--- config.mk ---
export PLATFORM = sky130hd
export DESIGN_NAME = alu_i2c_target
export DESIGN_NICKNAME = d
export VERILOG_FILES = /design/src/rtl/alu_i2c_target.sv
export SDC_FILE = /design/constraint.sdc
export NUM_CORES = 1
export LEC_CHECK = 0
export BUFFER_PORTS_ARGS = -buffer_cell sky130_fd_sc_hd__buf_2
export CORE_UTILIZATION = 55
export CTS_CLUSTER_DIAMETER = 50
export DETAILED_ROUTE_END_ITERATION = 12
export GPL_TIMING_DRIVEN = 0
export PLACE_DENSITY_LB_ADDON = 0.3
export SETUP_SLACK_MARGIN = 0.02
export SYNTH_ARGS = -nofsm -noshare
export SYNTH_HDL_FRONTEND = slang
export SYNTH_SLANG_ARGS = --single-unit
--- constraint.sdc ---
create_clock -name clk -period 3.3 [get_ports clk]
set_input_delay 0.99 -clock clk [delete_from_list [all_inputs] [get_ports clk]]
set_output_delay 0.99 -clock clk [all_outputs]
set_load 0.02 [all_outputs]
--- src/rtl/alu_i2c_target.sv ---
// alu_i2c_target: I2C target exposing {A,0}+{B,00}+Cin through a small pointer-addressed register file.
// Define ALU_I2C_GLITCH_FILTER_EN to add a 3-sample majority filter on the synchronised SCL/SDA.
module alu_i2c_target #(
    parameter logic [6:0] DEV_ADDR    = 7'h42,
    parameter int         SYNC_STAGES = 2
) (
    input  logic       clk,
    input  logic       reset,
    input  logic       scl_in,
    input  logic       sda_in,
    output logic       sda_oe,
    output logic [7:0] sum,
    output logic [2:0] cout,
    output logic       busy
);
    typedef enum logic [3:0] {
        IDLE, ADDR, ADDR_ACK, PTR, PTR_ACK, WDATA, WACK, RDATA, RACK, WAIT_STOP
    } state_t;

    state_t                 state_q, state_d;
    logic [SYNC_STAGES-1:0] scl_sync_q, scl_sync_d, sda_sync_q, sda_sync_d;
    logic                   scl_p_q, scl_p_d, sda_p_q, sda_p_d;
    logic [3:0]             cnt_q, cnt_d;
    logic [6:0]             shift_q, shift_d;
    logic [2:0]             ptr_q, ptr_d;
    logic                   rw_q, rw_d;
    logic [7:0]             a_q, a_d, b_q, b_d;
    logic                   cin_q, cin_d;
    logic [7:0]             sum_q, sum_d;
    logic [2:0]             cout_q, cout_d;
    logic                   sda_oe_q, sda_oe_d, busy_q, busy_d;
    logic                   scl_s, sda_s, scl_rise, scl_fall, start, stop;
    logic [7:0]             byte_in, rd_byte;
    logic [10:0]            res;

`ifdef ALU_I2C_GLITCH_FILTER_EN
    logic [1:0] scl_h_q, scl_h_d, sda_h_q, sda_h_d;
    logic       scl_f_q, scl_f_d, sda_f_q, sda_f_d;
    logic       scl_r, sda_r;

    assign scl_r = scl_sync_q[SYNC_STAGES-1];
    assign sda_r = sda_sync_q[SYNC_STAGES-1];

    // A level must be seen in two of the last three samples to pass, so 1-clk pulses vanish.
    always_comb begin
        scl_h_d = {scl_h_q[0], scl_r};
        sda_h_d = {sda_h_q[0], sda_r};
        scl_f_d = (scl_r & scl_h_q[0]) | (scl_r & scl_h_q[1]) | (scl_h_q[0] & scl_h_q[1]);
        sda_f_d = (sda_r & sda_h_q[0]) | (sda_r & sda_h_q[1]) | (sda_h_q[0] & sda_h_q[1]);
    end

    always_ff @(posedge clk)
        if (reset) begin
            scl_h_q <= '1;
            sda_h_q <= '1;
            scl_f_q <= 1'b1;
            sda_f_q <= 1'b1;
        end else begin
            scl_h_q <= scl_h_d;
            sda_h_q <= sda_h_d;
            scl_f_q <= scl_f_d;
            sda_f_q <= sda_f_d;
        end

    assign scl_s = scl_f_q;
    assign sda_s = sda_f_q;
`else
    assign scl_s = scl_sync_q[SYNC_STAGES-1];
    assign sda_s = sda_sync_q[SYNC_STAGES-1];
`endif

    assign scl_rise = scl_s & ~scl_p_q;
    assign scl_fall = ~scl_s & scl_p_q;
    assign start    = scl_s & scl_p_q & sda_p_q & ~sda_s;
    assign stop     = scl_s & scl_p_q & ~sda_p_q & sda_s;

    always_comb begin
        scl_sync_d = {scl_sync_q[SYNC_STAGES-2:0], scl_in};
        sda_sync_d = {sda_sync_q[SYNC_STAGES-2:0], sda_in};
        scl_p_d    = scl_s;
        sda_p_d    = sda_s;
        byte_in    = {shift_q, sda_s};
        rd_byte    = ptr_q == 3'd0 ? a_q :
                     ptr_q == 3'd1 ? b_q :
                     ptr_q == 3'd2 ? {7'd0, cin_q} :
                     ptr_q == 3'd3 ? sum_q :
                     ptr_q == 3'd4 ? {5'd0, cout_q} : 8'h00;
        state_d    = state_q;
        cnt_d      = cnt_q;
        shift_d    = shift_q;
        ptr_d      = ptr_q;
        rw_d       = rw_q;
        a_d        = a_q;
        b_d        = b_q;
        cin_d      = cin_q;
        sda_oe_d   = sda_oe_q;
        busy_d     = busy_q;
        if (stop) begin
            state_d  = IDLE;
            busy_d   = 1'b0;
            sda_oe_d = 1'b0;
        end else if (start) begin
            state_d  = ADDR;
            cnt_d    = 4'd0;
            sda_oe_d = 1'b0;
        end else if (scl_rise) begin
            case (state_q)
                ADDR, PTR, WDATA: begin
                    shift_d = byte_in[6:0];
                    cnt_d   = cnt_q + 4'd1;
                    if (cnt_q == 4'd7) begin
                        cnt_d = 4'd0;
                        if (state_q == ADDR) begin
                            state_d = byte_in[7:1] == DEV_ADDR ? ADDR_ACK : WAIT_STOP;
                            busy_d  = byte_in[7:1] == DEV_ADDR;
                            rw_d    = byte_in[0];
                        end else if (state_q == PTR) begin
                            state_d = PTR_ACK;
                            ptr_d   = byte_in[2:0];
                        end else begin
                            state_d = WACK;
                            ptr_d   = ptr_q + 3'd1;
                            a_d     = ptr_q == 3'd0 ? byte_in : a_q;
                            b_d     = ptr_q == 3'd1 ? byte_in : b_q;
                            cin_d   = ptr_q == 3'd2 ? byte_in[0] : cin_q;
                        end
                    end
                end
                RDATA: begin
                    cnt_d = cnt_q + 4'd1;
                    ptr_d = cnt_q == 4'd7 ? ptr_q + 3'd1 : ptr_q;
                end
                RACK: begin
                    state_d = sda_s ? WAIT_STOP : RACK;
                    cnt_d   = 4'd1;
                end
                default: ;
            endcase
        end else if (scl_fall) begin
            case (state_q)
                // First fall starts the ACK pulse, second fall ends it and hands over.
                ADDR_ACK, PTR_ACK, WACK: begin
                    sda_oe_d = ~sda_oe_q;
                    if (sda_oe_q) begin
                        cnt_d   = 4'd0;
                        state_d = state_q == ADDR_ACK ? (rw_q ? RDATA : PTR) : WDATA;
                        if (state_q == ADDR_ACK && rw_q) begin
                            shift_d  = rd_byte[6:0];
                            sda_oe_d = ~rd_byte[7];
                        end
                    end
                end
                RDATA: begin
                    if (cnt_q == 4'd8) begin
                        state_d  = RACK;
                        cnt_d    = 4'd0;
                        sda_oe_d = 1'b0;
                    end else begin
                        shift_d  = {shift_q[5:0], 1'b0};
                        sda_oe_d = ~shift_q[6];
                    end
                end
                RACK: begin
                    if (cnt_q != 4'd0) begin
                        state_d  = RDATA;
                        cnt_d    = 4'd0;
                        shift_d  = rd_byte[6:0];
                        sda_oe_d = ~rd_byte[7];
                    end
                end
                default: ;
            endcase
        end
        // Built from the next operand values so a write and the result land together.
        res    = {2'b00, a_d, 1'b0} + {1'b0, b_d, 2'b00} + {10'd0, cin_d};
        sum_d  = res[7:0];
        cout_d = res[10:8];
    end

    always_ff @(posedge clk)
        if (reset) begin
            state_q    <= IDLE;
            scl_sync_q <= '1;
            sda_sync_q <= '1;
            scl_p_q    <= 1'b1;
            sda_p_q    <= 1'b1;
            cnt_q      <= 4'd0;
            shift_q    <= 7'd0;
            ptr_q      <= 3'd0;
            rw_q       <= 1'b0;
            a_q        <= 8'd0;
            b_q        <= 8'd0;
            cin_q      <= 1'b0;
            sum_q      <= 8'd0;
            cout_q     <= 3'd0;
            sda_oe_q   <= 1'b0;
            busy_q     <= 1'b0;
        end else begin
            state_q    <= state_d;
            scl_sync_q <= scl_sync_d;
            sda_sync_q <= sda_sync_d;
            scl_p_q    <= scl_p_d;
            sda_p_q    <= sda_p_d;
            cnt_q      <= cnt_d;
            shift_q    <= shift_d;
            ptr_q      <= ptr_d;
            rw_q       <= rw_d;
            a_q        <= a_d;
            b_q        <= b_d;
            cin_q      <= cin_d;
            sum_q      <= sum_d;
            cout_q     <= cout_d;
            sda_oe_q   <= sda_oe_d;
            busy_q     <= busy_d;
        end

    assign sda_oe = sda_oe_q;
    assign sum    = sum_q;
    assign cout   = cout_q;
    assign busy   = busy_q;
endmodule

==> impl_metrics.json <==
{
  "die_h_um": 79.6,
  "netlist_area_mm2": 0.00331,
  "drive_above_1_share_pct": 24.3,
  "leakagePower_nw": 1.49,
  "synth-seq-cells": 53,
  "synthTopCellsByArea": "dfxtp_1, ha_1, mux2_2",
  "slew_headroom_pct": 30.8,
  "io-pin-count": 17,
  "yosys.area_share.simple_pct": 23.7,
  "synth_top_area_cell": "dfxtp_1",
  "r2r_cells": 12,
  "hold_viol_final": 0,
  "port-buffer-count": 16,
  "power.switching_mw": 0.276,
  "grt_max_degree": 17,
  "p_comb_share_pct": 5.9,
  "synth_flop_cell": "dfxtp_1",
  "synth_top_family_by_area": "simple AND/OR/NAND/NOR gates",
  "drc": 0,
  "syn2layout_area_growth_pct": 16.6,
  "pwr-share-seq_pct": 52.0,
  "die-area_mm2": 0.00634,
  "crit_arrival_ns": 3.39,
  "vdd_ir_drop_max_mv": 0.283,
  "diodes": 0,
  "ctsRootBufferMaster": "clkbuf_8",
  "grt_setup_unrepaired": "false",
  "muxShareOfSynthArea_pct": 7.40,
  "synth-async-reset-ratio_pct": 0,
  "initial_core_util_pct": 58.7,
  "cp-start-kind": "register",
  "status": "finished clean",
  "cap_viol_max_count": 0,
  "tns_ns": 0,
  "grt_overflow_total": 0,
  "synth_fp_nets": 407,
  "critical_path_class": "register to register",
  "synth.distinct_cells": 66,
  "antenna_left": 0,
  "drv_slew": 0,
  "p_clk_share_pct": 42.2,
  "post_drt_wl_per_cell_um": 18.1,
  "hold_path_depth": 1,
  "synth.yosys.warnings": 0,
  "drt_iter0_markers": 199,
  "rows": 27,
  "layout_min_cycle_time_ns": 3.17,
  "clk_latency_ns": 0.31,
  "gp_routability_congestion": 0.919,
  "r2r-start": "cnt_q[1]",
  "synth_xor_area_share_pct": 0.793,
  "crit_chain": "ha_1 > and3b_1 > nand2_2 > nor4_4 > buf_6 > buf_4 > mux2_2 > ha_4 > o21a_1 > a2111oi_4 > o21ai_1 > mux2i_1",
  "powerDensity_mw_per_mm2": 322,
  "endpoint_kind": "register",
  "synthAdderAreaFrac_pct": 7.02,
  "synth.most_common_cell": "dfxtp_1",
  "clk_path_buf_depth": 2,
  "avgSynthCellArea_um2": 8.61,
  "grtUsageTotal_pct": 29.5,
  "critPathRequiredTime_ns": 3.52,
  "num_vias": 3116,
  "synth_compound_area_share_pct": 23.2,
  "path_max_fanout": 5,
  "tightest_slew_ns": 1.02,
  "dpl.hpwl_um": 6060,
  "hp-start": "scl_sync_q[0]",
  "clock-sinks": 53,
  "cpPeakStageDelay_ns": 0.39,
  "nets": 441,
  "grt_pass1_vias": 2941,
  "fmax_mhz": 315,
  "htree_levels": 2,
  "clk_pin_slew_ns": 0.10,
  "swShare_pct": 22.2,
  "antenna_found_initial": 0,
  "min_to": "scl_sync_q[1]",
  "ff2ff_setup_slack_ns": 0.13,
  "crit_start": "cnt_q[1]",
  "syn_inst": 385,
  "synth_seq_area_share_pct": 32.0,
  "hold_class": "register to register",
  "synth.top_cell.area_share_pct": 32.0,
  "synthTopCellsByCount": "dfxtp_1, nor2_1, nand2_1",
  "fillCellCount": 450,
  "core_mm2": 0.00564,
  "cts_tree": "done",
  "setup-violations-final": 0,
  "first_pass_iters": 5,
  "grt_pass1_wl_um": 14400,
  "ctsHoldBuffers": 0,
  "slowest_stage": "a2111oi_4",
  "synth_edf_count": 0,
  "skew_ns": 0.0101,
  "vias_per_cell": 6.33,
  "r2r_end": "cout[1]",
  "total_power_mw": 1.24,
  "die_w_um": 79.6,
  "internal_power_mw": 0.969,
  "cts_inserted_buffers": 5,
  "routed_wl_um": 8920,
  "period_share_pct": 96.1
}
==> logic make-up (layout without fill, tap and decap cells) <==
logic type / Yosys count / count (layout)
multiplexers: 23 / 23
XOR/XNOR: 3 / 3
adder cells (fa/ha/maj): 18 / 18
AO/OA/AOI/OAI: 106 / 106
buffers and inverters: 44 / 79
AND/OR/NAND/NOR: 138 / 138
flip-flops: 53 / 53
==> power by group through the flow <==
stage,combinational [mW],sequential [mW],clock (mW)
after floorplan,0.0473,0.660,0
after global placement,0.0660,0.661,0
after detailed placement,0.0669,0.661,0
after CTS,0.0683,0.647,0.525
after global routing,0.0796,0.648,0.558
final,0.0731,0.647,0.525
==> sequential cells by signal (all words and copies together) (netlist names) <==
signal and flops:
shift_q 7, scl_sync_q 2, state_q 4, cnt_q 4
sda_oe 1, rw_q 1, scl_p_q 1, cout 3
busy 1, ptr_q 3, sda_sync_q 2, b_q 8
sum 7, sda_p_q 1, a_q 8
==> cell type report <==
| cell class | count | area [um^2] | share of cell area (%) |
|---|---|---|---|
| tap | 72 | 90.1 | 2.33 |
| multi-input combinational | 288 | 2190 | 56.6 |
| sequential | 53 | 1060 | 27.5 |
| inverter | 19 | 76.3 | 1.97 |
| timing repair buffer | 30 | 201 | 5.21 |
| clock buffer | 5 | 68.8 | 1.78 |
| buffer | 22 | 110 | 2.85 |
| clock inverter | 3 | 65.1 | 1.68 |
==> how the worst max path moves through the flow <==
stage / endpoint / slack [ns] / cells past startpoint
after floorplan: cout[2] / 0.04 / 15
after global placement: cout[2] / -0.68 / 15
after detailed placement: cout[2] / -0.74 / 15
after CTS: cout[0] / -0.02 / 15
after global routing: cout[1] / 0.005 / 14
final: cout[1] / 0.13 / 12
==> through the flow <==
step,instances,hold WS (ns),area [um^2],setup WS (ns),utilization [%]
5_1_grt,492,0.443,3860,0.00485,68.5
3_3_place_gp,473,0.390,3480,-0.680,61.8
2_1_floorplan,385,0.389,3310,0.0391,-
4_1_cts,487,0.419,3730,-0.0201,66.2
6_report,492,0.422,3860,0.129,68.5
3_5_place_dp,473,0.397,3480,-0.740,61.8
==> cell usage in the layout, fill, tap and decap left out, types with 3 or more instances in the layout <==
| cell type | Yosys | layout |
|---|---|---|
| a21o_1 | 5 | 4 |
| a21oi_1 | 21 | 20 |
| a311oi_1 | 3 | 3 |
| a31oi_1 | 4 | 4 |
| a32oi_1 | 4 | 4 |
| and2_1 | 14 | 14 |
| buf_2 | 4 | 20 |
| buf_4 | 2 | 14 |
| buf_6 | 2 | 3 |
| clkbuf_1 | 16 | 13 |
| clkbuf_8 | 0 | 5 |
| dfxtp_1 | 53 | 50 |
| dfxtp_2 | 0 | 3 |
| ha_1 | 17 | 14 |
| ha_4 | 0 | 3 |
| inv_1 | 18 | 16 |
| mux2_2 | 12 | 12 |
| mux2i_1 | 11 | 9 |
| nand2_1 | 22 | 21 |
| nand2b_1 | 5 | 3 |
| nand3_1 | 8 | 8 |
| nand3b_1 | 6 | 6 |
| nand4_1 | 5 | 5 |
| nor2_1 | 28 | 28 |
| nor2b_1 | 8 | 6 |
| nor3_1 | 12 | 12 |
| nor4_1 | 4 | 4 |
| o211ai_1 | 3 | 3 |
| o21a_1 | 5 | 5 |
| o21ai_0 | 21 | 18 |
| o21bai_1 | 3 | 3 |
| o31ai_1 | 8 | 8 |
| or2_2 | 8 | 8 |
| or4_1 | 3 | 3 |
==> routing by layer <==
metal  GRT usage [%]  wire length (um)
met5               0                 0
met3            4.80               622
met1            36.5              3640
met4            11.5               282
met2            50.6              4380
==> critical path, delay by kind of cell (launching register included) <==
family | cells | cell delay [ns]
AOI/OAI and AO/OA | 3 | 0.72
and+or+nand+nor | 3 | 0.61
muxes | 2 | 0.61
adders and majority gates | 2 | 0.45
DFF | 1 | 0.38
buffers and inverters | 2 | 0.31
==> repair_timing <==
action                     in CTS  in global routing
setup buffers                   8                  6
gates resized for setup        19                 19
pin swaps                       4                  6
setup endpoints to repair       6                  3
(Power assumes the default switching activity.)
